File: config.mk
export PLATFORM = sky130hd
export DESIGN_NAME = dm_port_arbiter
export DESIGN_NICKNAME = d
export VERILOG_FILES = /design/src/rtl/dm_port_arbiter.sv
export SDC_FILE = /design/constraint.sdc
export NUM_CORES = 1
export LEC_CHECK = 0
export BUFFER_PORTS_ARGS = -buffer_cell sky130_fd_sc_hd__buf_4
export CAP_MARGIN = 20
export CORE_ASPECT_RATIO = 1.4
export CORE_UTILIZATION = 40
export CTS_CLUSTER_DIAMETER = 50
export DETAILED_ROUTE_END_ITERATION = 8
export PLACE_DENSITY = 0.78
export REMOVE_ABC_BUFFERS = 1
export SYNTH_ARGS = -nofsm -noshare
export SYNTH_HDL_FRONTEND = slang
export SYNTH_SLANG_ARGS = --single-unit
File: constraint.sdc
create_clock -name clk -period 2.4 [get_ports clk]
set_input_delay 0.24 -clock clk [delete_from_list [all_inputs] [get_ports clk]]
set_output_delay 0.24 -clock clk [all_outputs]
set_load 0.01 [all_outputs]
File: src/rtl/dm_port_arbiter.sv
// Two-port arbiter (SPI port A, host port H) for a single-port synchronous data memory.
// Optional macro DM_ARB_ROUND_ROBIN_EN swaps fixed A-over-H priority for alternating priority.
module dm_port_arbiter #(
  parameter int ADDR_W = 7,
  parameter int DATA_W = 8
) (
  input  logic              clk,
  input  logic              reset,
  input  logic              chipSelect,
  input  logic              a_req,
  input  logic              a_we,
  input  logic [ADDR_W-1:0] a_addr,
  input  logic [DATA_W-1:0] a_wdata,
  output logic              a_gnt,
  output logic              a_rvalid,
  output logic [DATA_W-1:0] a_rdata,
  input  logic              h_req,
  input  logic              h_we,
  input  logic [ADDR_W-1:0] h_addr,
  input  logic [DATA_W-1:0] h_wdata,
  output logic              h_gnt,
  output logic              h_rvalid,
  output logic [DATA_W-1:0] h_rdata,
  output logic [ADDR_W-1:0] dm_addr,
  output logic [DATA_W-1:0] dm_wdata,
  output logic              dm_we,
  input  logic [DATA_W-1:0] dm_rdata
);

  typedef enum logic [2:0] {
    S_IDLE   = 3'd0,
    S_ACC_A  = 3'd1,
    S_ACC_H  = 3'd2,
    S_RESP_A = 3'd3,
    S_RESP_H = 3'd4
  } state_t;

  typedef enum logic {
    LG_A = 1'b0,
    LG_H = 1'b1
  } grant_t;

  state_t              r_state, w_state_nxt;
  grant_t              r_last_grant, w_last_grant_nxt;
  logic                r_a_gnt, w_a_gnt_nxt;
  logic                r_h_gnt, w_h_gnt_nxt;
  logic                r_a_rvalid, w_a_rvalid_nxt;
  logic                r_h_rvalid, w_h_rvalid_nxt;
  logic [DATA_W-1:0]   r_a_rdata, w_a_rdata_nxt;
  logic [DATA_W-1:0]   r_h_rdata, w_h_rdata_nxt;
  logic [ADDR_W-1:0]   r_dm_addr, w_dm_addr_nxt;
  logic [DATA_W-1:0]   r_dm_wdata, w_dm_wdata_nxt;
  logic                r_dm_we, w_dm_we_nxt;

  logic w_a_elig;
  logic w_h_elig;
  logic w_pick_a;
  logic w_pick_h;

  // SPI requests only count while its transaction is framed by chipSelect low.
  assign w_a_elig = a_req & ~chipSelect;
  assign w_h_elig = h_req;

`ifdef DM_ARB_ROUND_ROBIN_EN
  assign w_pick_a = w_a_elig & (~w_h_elig | (r_last_grant == LG_H));
`else
  assign w_pick_a = w_a_elig;
`endif
  assign w_pick_h = w_h_elig & ~w_pick_a;

  always_comb begin
    // NOTE: every signal gets a default before the case so no path leaves it unassigned (no latch).
    w_state_nxt      = r_state;
    w_last_grant_nxt = r_last_grant;
    w_a_gnt_nxt      = 1'b0;
    w_h_gnt_nxt      = 1'b0;
    w_a_rvalid_nxt   = 1'b0;
    w_h_rvalid_nxt   = 1'b0;
    w_a_rdata_nxt    = r_a_rdata;
    w_h_rdata_nxt    = r_h_rdata;
    w_dm_addr_nxt    = r_dm_addr;
    w_dm_wdata_nxt   = r_dm_wdata;
    w_dm_we_nxt      = 1'b0;

    unique case (r_state)
      S_IDLE: begin
        if (w_pick_a) begin
          w_state_nxt      = S_ACC_A;
          w_last_grant_nxt = LG_A;
          w_a_gnt_nxt      = 1'b1;
          w_dm_addr_nxt    = a_addr;
          w_dm_wdata_nxt   = a_wdata;
          w_dm_we_nxt      = a_we;
        end else if (w_pick_h) begin
          w_state_nxt      = S_ACC_H;
          w_last_grant_nxt = LG_H;
          w_h_gnt_nxt      = 1'b1;
          w_dm_addr_nxt    = h_addr;
          w_dm_wdata_nxt   = h_wdata;
          w_dm_we_nxt      = h_we;
        end
      end
      // The registered write enable tells us whether the access in flight is a write.
      S_ACC_A: w_state_nxt = r_dm_we ? S_IDLE : S_RESP_A;
      S_ACC_H: w_state_nxt = r_dm_we ? S_IDLE : S_RESP_H;
      S_RESP_A: begin
        w_state_nxt    = S_IDLE;
        w_a_rdata_nxt  = dm_rdata;
        w_a_rvalid_nxt = 1'b1;
      end
      S_RESP_H: begin
        w_state_nxt    = S_IDLE;
        w_h_rdata_nxt  = dm_rdata;
        w_h_rvalid_nxt = 1'b1;
      end
      default: w_state_nxt = S_IDLE;
    endcase
  end

  // NOTE: state uses non-blocking assignments; reset is synchronous and overrides everything.
  always_ff @(posedge clk) begin
    if (reset) begin
      r_state      <= S_IDLE;
      r_last_grant <= LG_H;
      r_a_gnt      <= 1'b0;
      r_h_gnt      <= 1'b0;
      r_a_rvalid   <= 1'b0;
      r_h_rvalid   <= 1'b0;
      r_a_rdata    <= '0;
      r_h_rdata    <= '0;
      r_dm_addr    <= '0;
      r_dm_wdata   <= '0;
      r_dm_we      <= 1'b0;
    end else begin
      r_state      <= w_state_nxt;
      r_last_grant <= w_last_grant_nxt;
      r_a_gnt      <= w_a_gnt_nxt;
      r_h_gnt      <= w_h_gnt_nxt;
      r_a_rvalid   <= w_a_rvalid_nxt;
      r_h_rvalid   <= w_h_rvalid_nxt;
      r_a_rdata    <= w_a_rdata_nxt;
      r_h_rdata    <= w_h_rdata_nxt;
      r_dm_addr    <= w_dm_addr_nxt;
      r_dm_wdata   <= w_dm_wdata_nxt;
      r_dm_we      <= w_dm_we_nxt;
    end
  end

  assign a_gnt    = r_a_gnt;
  assign h_gnt    = r_h_gnt;
  assign a_rvalid = r_a_rvalid;
  assign h_rvalid = r_h_rvalid;
  assign a_rdata  = r_a_rdata;
  assign h_rdata  = r_h_rdata;
  assign dm_addr  = r_dm_addr;
  assign dm_wdata = r_dm_wdata;
  assign dm_we    = r_dm_we;

endmodule
==> flow_metrics.tcl, run 1 <==
set metrics [dict create \
    p_sw_w 0.000407 \
    clk_path_buf_depth 2 \
    die_area_mm2 0.00427 \
    fin_cells 270 \
    synth_seq_area_share_pct 48.6 \
    p_seq_share_pct 42.9 \
    outcome "completed" \
    startpoint_type "flop" \
    clock_skew_ps 4.74 \
    multi_input_area_um2 763 \
    nNetsFinal 272 \
    rsz0062_at_grt "false" \
    initial_utilization_pct 42.9 \
    internal_power_w 0.00128 \
    antenna_found_initial 0 \
    drt_iter0_drc 24 \
    p_leak_nw 1.15 \
    rows 26 \
    setup_viol 0 \
    cp.arrival_ps 1630 \
    grt_max_degree 38 \
    power_density_mw_per_mm2 718 \
    ctsRootBufferMaster "clkbuf_8" \
    dp_hpwl_um 2640 \
    ys_seq_elements 39 \
    hp-class "in -> reg" \
    dp.cells 262 \
    hold_start "dm_rdata[7]" \
    worst_ep_required_time_ps 2570 \
    tns_ps 0 \
    yosysUniqueCellTypes 21 \
    grt_pass1_vias 1346 \
    cts_tree "yes" \
    maxSlewHeadroom_pct 61.8 \
    pwr-share-clk_pct 38.0 \
    num_vias 1343 \
    htreeDepth 2 \
    overflow 0 \
    cts.sinks 39 \
    power_w 0.00169 \
    worst-setup-path-type "reg -> reg" \
    cts_resized 0 \
    finalCriticalPeriod_ps 1460 \
    cts_buffers 5 \
    wl_per_cell_um 13.4 \
    clk_pin_slew_worst_paths_ps 70 \
    track_usage_pct 17.7 \
    fmax_mhz 683 \
    ctsHoldBuffers 0 \
    synthesis.area_mm2 0.00161 \
    cap_viol_max_count 0 \
    num_io_pins 81 \
    num-fill-cells 314 \
    timing.hold.ws_ps 187 \
    switching_share_pct 24.1 \
    yosysWarnings 0 \
    core_area_mm2 0.00374 \
    areaGrowthSynthToFinish_pct 46.8 \
    finalCritPeriodShare_pct 61.0 \
    avgSynthCellArea_um2 10.8 \
    antenna_left 0 \
    ff_latch_area_um2 781 \
    cp-end-kind "flop" \
    postSynthCellCount 148 \
    reg2reg_from "r_state[1]" \
    postCtsSetupRepairBufs 0 \
    ir_drop_mv 0.616 \
    drtPass1Iterations 4 \
    wl_um 3620 \
    port_buffers 80 \
    finalMaxSlewViolations 0 \
    combPwrFrac_pct 19.1 \
    gp_congestion 0.682 \
    worstSkewPairLatency_ps 290 \
    tightestPinTransition_ps 572 \
    die_h_um 77.0 \
    drcViolationCount 0 \
    grt_pass1_wl_um 5930 \
    die_w_um 55.5 \
    drive_gt1_share_pct 46.9 \
    path_max_fanout 9 \
    via_per_inst 4.97 \
    critical_path.startpoint "r_state[1]" \
    hold_viol 0 \
    diodes 0 \
]
worst paths after layout:
kind,end,slack [ps],cells after the start
max,a_rdata[2],940,3
min,a_rdata[7],190,3
max reg2reg,a_rdata[2],940,3
min reg2reg,r_state[2],440,1
logic make-up (layout without fill, tap and decap cells):
group	count (synthesis)	in the layout	share of synthesized area (%)
AO/OA/AOI/OAI	19	19	14.3
buffers and inverters	12	92	3.82
multiplexers	31	31	19.3
AND/OR/NAND/NOR	47	47	13.9
flip-flops	39	39	48.6
per-stage QoR:
step | util, % | instance area [um2] | setup slack [ps]
3_5_place_dp | 59.4 | 2220 | 660
3_3_place_gp | 59.4 | 2220 | 707
6_report | 63.0 | 2360 | 935
2_1_floorplan | - | 1550 | 195
4_1_cts | 63.0 | 2360 | 901
5_1_grt | 63.0 | 2360 | 831
placed cells by master (no fill, tap or decap):
master	instances
or4_1	1
bufinv_16	2
nor2_1	34
nor4_1	1
nand3_1	1
nand2b_4	1
clkbuf_1	1
nand3b_1	2
o21ai_0	2
a211oi_2	15
dfxtp_1	39
mux2i_1	31
buf_4	83
clkbuf_8	5
nand2b_1	2
nor2b_1	1
a2111oi_4	1
nor4b_1	2
a21oi_1	1
inv_1	1
nor3b_1	1
nand2_1	1
layout make-up:
class / count / share of cell area, %
sequential: 39 / 33.1
multi-input combinational: 97 / 32.4
timing repair buffer: 83 / 26.4
clock buffer: 6 / 3.08
clock inverter: 2 / 2.55
tap: 42 / 2.23
inverter: 1 / 0.159
cells in the mapped netlist:
cell type | instances | area [um2]
dfxtp_1 | 39 | 781
nor2_1 | 34 | 128
mux2i_1 | 31 | 310
a211oi_2 | 15 | 188
buf_2 | 4 | 20.0
clkbuf_1 | 4 | 15.0
buf_4 | 3 | 22.5
nand2b_1 | 2 | 12.5
nand3b_1 | 2 | 15.0
nor4b_1 | 2 | 17.5
o21ai_0 | 2 | 10.0
a2111oi_4 | 1 | 27.5
a21oi_1 | 1 | 5.00
inv_1 | 1 | 3.75
nand2_1 | 1 | 3.75
nand2b_4 | 1 | 13.8
nand3_1 | 1 | 5.00
nor2b_1 | 1 | 6.26
nor3b_1 | 1 | 7.51
nor4_1 | 1 | 6.26
or4_1 | 1 | 7.51
flip-flops by register name (all words and copies together) (netlist names):
register / flops
a_gnt: 1
dm_addr: 7
dm_wdata: 8
r_state: 3
h_rvalid: 1
h_gnt: 1
a_rdata: 8
a_rvalid: 1
dm_we: 1
h_rdata: 8
critical path, stage by stage (launching register included):
cell      delay, ps
dfxtp_1         490
nand3b_1        470
mux2i_1         330
nor2_1           60
power by group through the flow:
stage	sequential, W	clock [W]	combinational [W]
final	0.000726	0.000642	0.000323
after global routing	0.000733	0.000681	0.000351
after CTS	0.000727	0.000648	0.000328
after detailed placement	0.000741	0	0.000327
after global placement	0.000741	0	0.000319
after floorplan	0.000758	0	0.000142
routing by layer:
| metal | up-vias | share of wire, % | GRT usage (%) |
|---|---|---|---|
| li1 | 672 | - | - |
| met1 | 615 | 37 | 17.0 |
| met2 | 51 | 54 | 32.5 |
| met3 | 5 | 8.3 | 8.09 |
| met4 | 0 | 1.1 | 6.00 |
| met5 | - | 0 | 0 |
No activity file was read; power rests on OpenSTA's default activity.
==> run 2: changes to the inputs <==
- PLACE_DENSITY: 0.78 -> 0.8
- clock period: 2.4 -> 1.3 ns (I/O delays scaled with it)
==> run 2 against run 1 <==
  * The flow now finishes with violations (setup timing)
  * Worst setup slack worse by 950 ps
  * First-iteration DRC count down 58%
  * Global-route usage up 1.8 points
  * Final cell count up 3.7%
  * Critical endpoint is now dm_wdata[7]
  * Worst hold slack worse by 110 ps
  * Sequential cell count unchanged
  * Fmax up 11%
  * Register-to-register slack worse by 950 ps
==> flow_metrics.tcl, run 2 (synthesized netlist as in run 1, its figures left out) <==
set metrics [dict create \
    outcome "finished, violations left" \
    violations "setup timing" \
    startpoint_type "flop" \
    die_area_mm2 0.00427 \
    gp_congestion 0.675 \
    finalCritPeriodShare_pct 101 \
    worst_ep_required_time_ps 1510 \
    finalMaxSlewViolations 0 \
    htreeDepth 2 \
    areaGrowthSynthToFinish_pct 53.9 \
    final_common_cell "buf_4" \
    wl_per_cell_um 14.1 \
    initial_utilization_pct 42.9 \
    core_area_mm2 0.00374 \
    worstSkewPairLatency_ps 290 \
    antenna_left 0 \
    power_density_mw_per_mm2 1150 \
    dp_hpwl_um 2690 \
    drt-met1-wl_um 1560 \
    drt_iter0_drc 10 \
    drive_gt1_share_pct 53.8 \
    worst-setup-path-type "reg -> reg" \
    clock_skew_ps 4.63 \
    wl_met3_um 303 \
    clk_pin_slew_worst_paths_ps 80 \
    ir_drop_mv 0.756 \
    die_h_um 77.0 \
    overflow 0 \
    path_max_fanout 8 \
    cts_buffers 5 \
    fmax_mhz 760 \
    rows 26 \
    nNetsFinal 282 \
    p_leak_nw 1.21 \
    drcViolationCount 0 \
    via_per_inst 4.97 \
    ff_latch_area_um2 790 \
    grt_max_degree 20 \
    diodes 0 \
    cts_tree "yes" \
    drtPass1Iterations 4 \
    finalCriticalPeriod_ps 1320 \
    cap_viol_max_count 0 \
    cp.arrival_ps 1520 \
    dr_wl_met2_um 2030 \
    wl_um 3960 \
    multi_input_area_um2 785 \
    num_io_pins 81 \
    antenna_found_initial 0 \
    cp-end-kind "flop" \
    setup_viol 8 \
    maxSlewHeadroom_pct 80.3 \
    port_buffers 80 \
    hp-class "in -> reg" \
    postLayoutCoreUtil_pct 66.1 \
    die_w_um 55.5 \
    ctsRootBufferMaster "clkbuf_8" \
    layout_setup_ws_ps -15.1 \
    num_vias 1391 \
    rsz0062_at_grt "true" \
    grt_pass1_wl_um 6580 \
    clk_path_buf_depth 2 \
    grt_pass1_vias 1463 \
    hold_viol 0 \
    track_usage_pct 19.4 \
    cts.sinks 39 \
    tightestPinTransition_ps 292 \
    final_cell_mix "buf_4, dfxtp_1, mux2i_1" \
    num-fill-cells 293 \
    post-place-ws_ps -76.5 \
    top_layer "met4" \
]
## run 2: cell types whose count changed in the layout (fill, tap and decap cells not counted), sizes merged
cell and change:
clkinv +3, buf +10, bufinv -2, clkbuf -1
## run 2: cell type report
type,instances,share of cell area (%)
Sequential cell,39,31.9
Inverter,1,0.152
Tap cell,42,2.13
Clock inverter,3,0.608
Clock buffer,5,2.78
Multi-Input combinational cell,97,31.7
Timing Repair Buffer,93,30.6
## run 2: metrics by stage
stage               std cells  instance area (um2)  TNS (ps)  hold slack [ps]  power [W]
CTS                       281                 2480         0             72.1    0.00291
global placement          266                 2280      -471              369    0.00198
floorplan                 137                 1550    -16410              195    0.00166
finish                    280                 2470     -53.6             81.0    0.00284
global route              280                 2470     -1350             70.8    0.00300
detailed placement        266                 2280      -827              379    0.00200
## run 2: worst paths after layout
path	slack, ps	end	startpoint	cells past startpoint
max	-20	dm_wdata[7]	r_state[2]	5
min	80	a_rdata[4]	dm_rdata[4]	3
max reg2reg	-20	dm_wdata[7]	r_state[2]	5
min reg2reg	470	r_state[2]	dm_we	1
## run 2: routing by layer
| layer | vias to the layer above | track usage, % |
|---|---|---|
| met5 | - | 0 |
| met4 | 0 | 8.25 |
| met3 | 5 | 6.75 |
| met2 | 52 | 33.7 |
| met1 | 642 | 21.1 |
| li1 | 692 | - |
## run 2: worst max-delay path, cell delays in order (launching register included)
cell	delay [ps]
dfxtp_4	370
a2111oi_4	350
buf_6	200
buf_12	130
nor2_1	50
a211oi_2	140
## run 2: timing repair
| item | CTS | global route |
|---|---|---|
| setup endpoints to repair | 16 | 24 |
| buffers inserted | 4 | 0 |
| pin swaps | 4 | 13 |
| hold buffers | 0 | 0 |
| gates resized for setup | 6 | 10 |
| cloned | 3 | 1 |
| hold endpoints to repair | 0 | 0 |
## run 2: power breakdown
part,switching (W),total [W],internal (W)
Combinational,0.000321,0.000722,0.000401
Sequential,0.0000595,0.00134,0.00128
Clock,0.000411,0.000778,0.000367
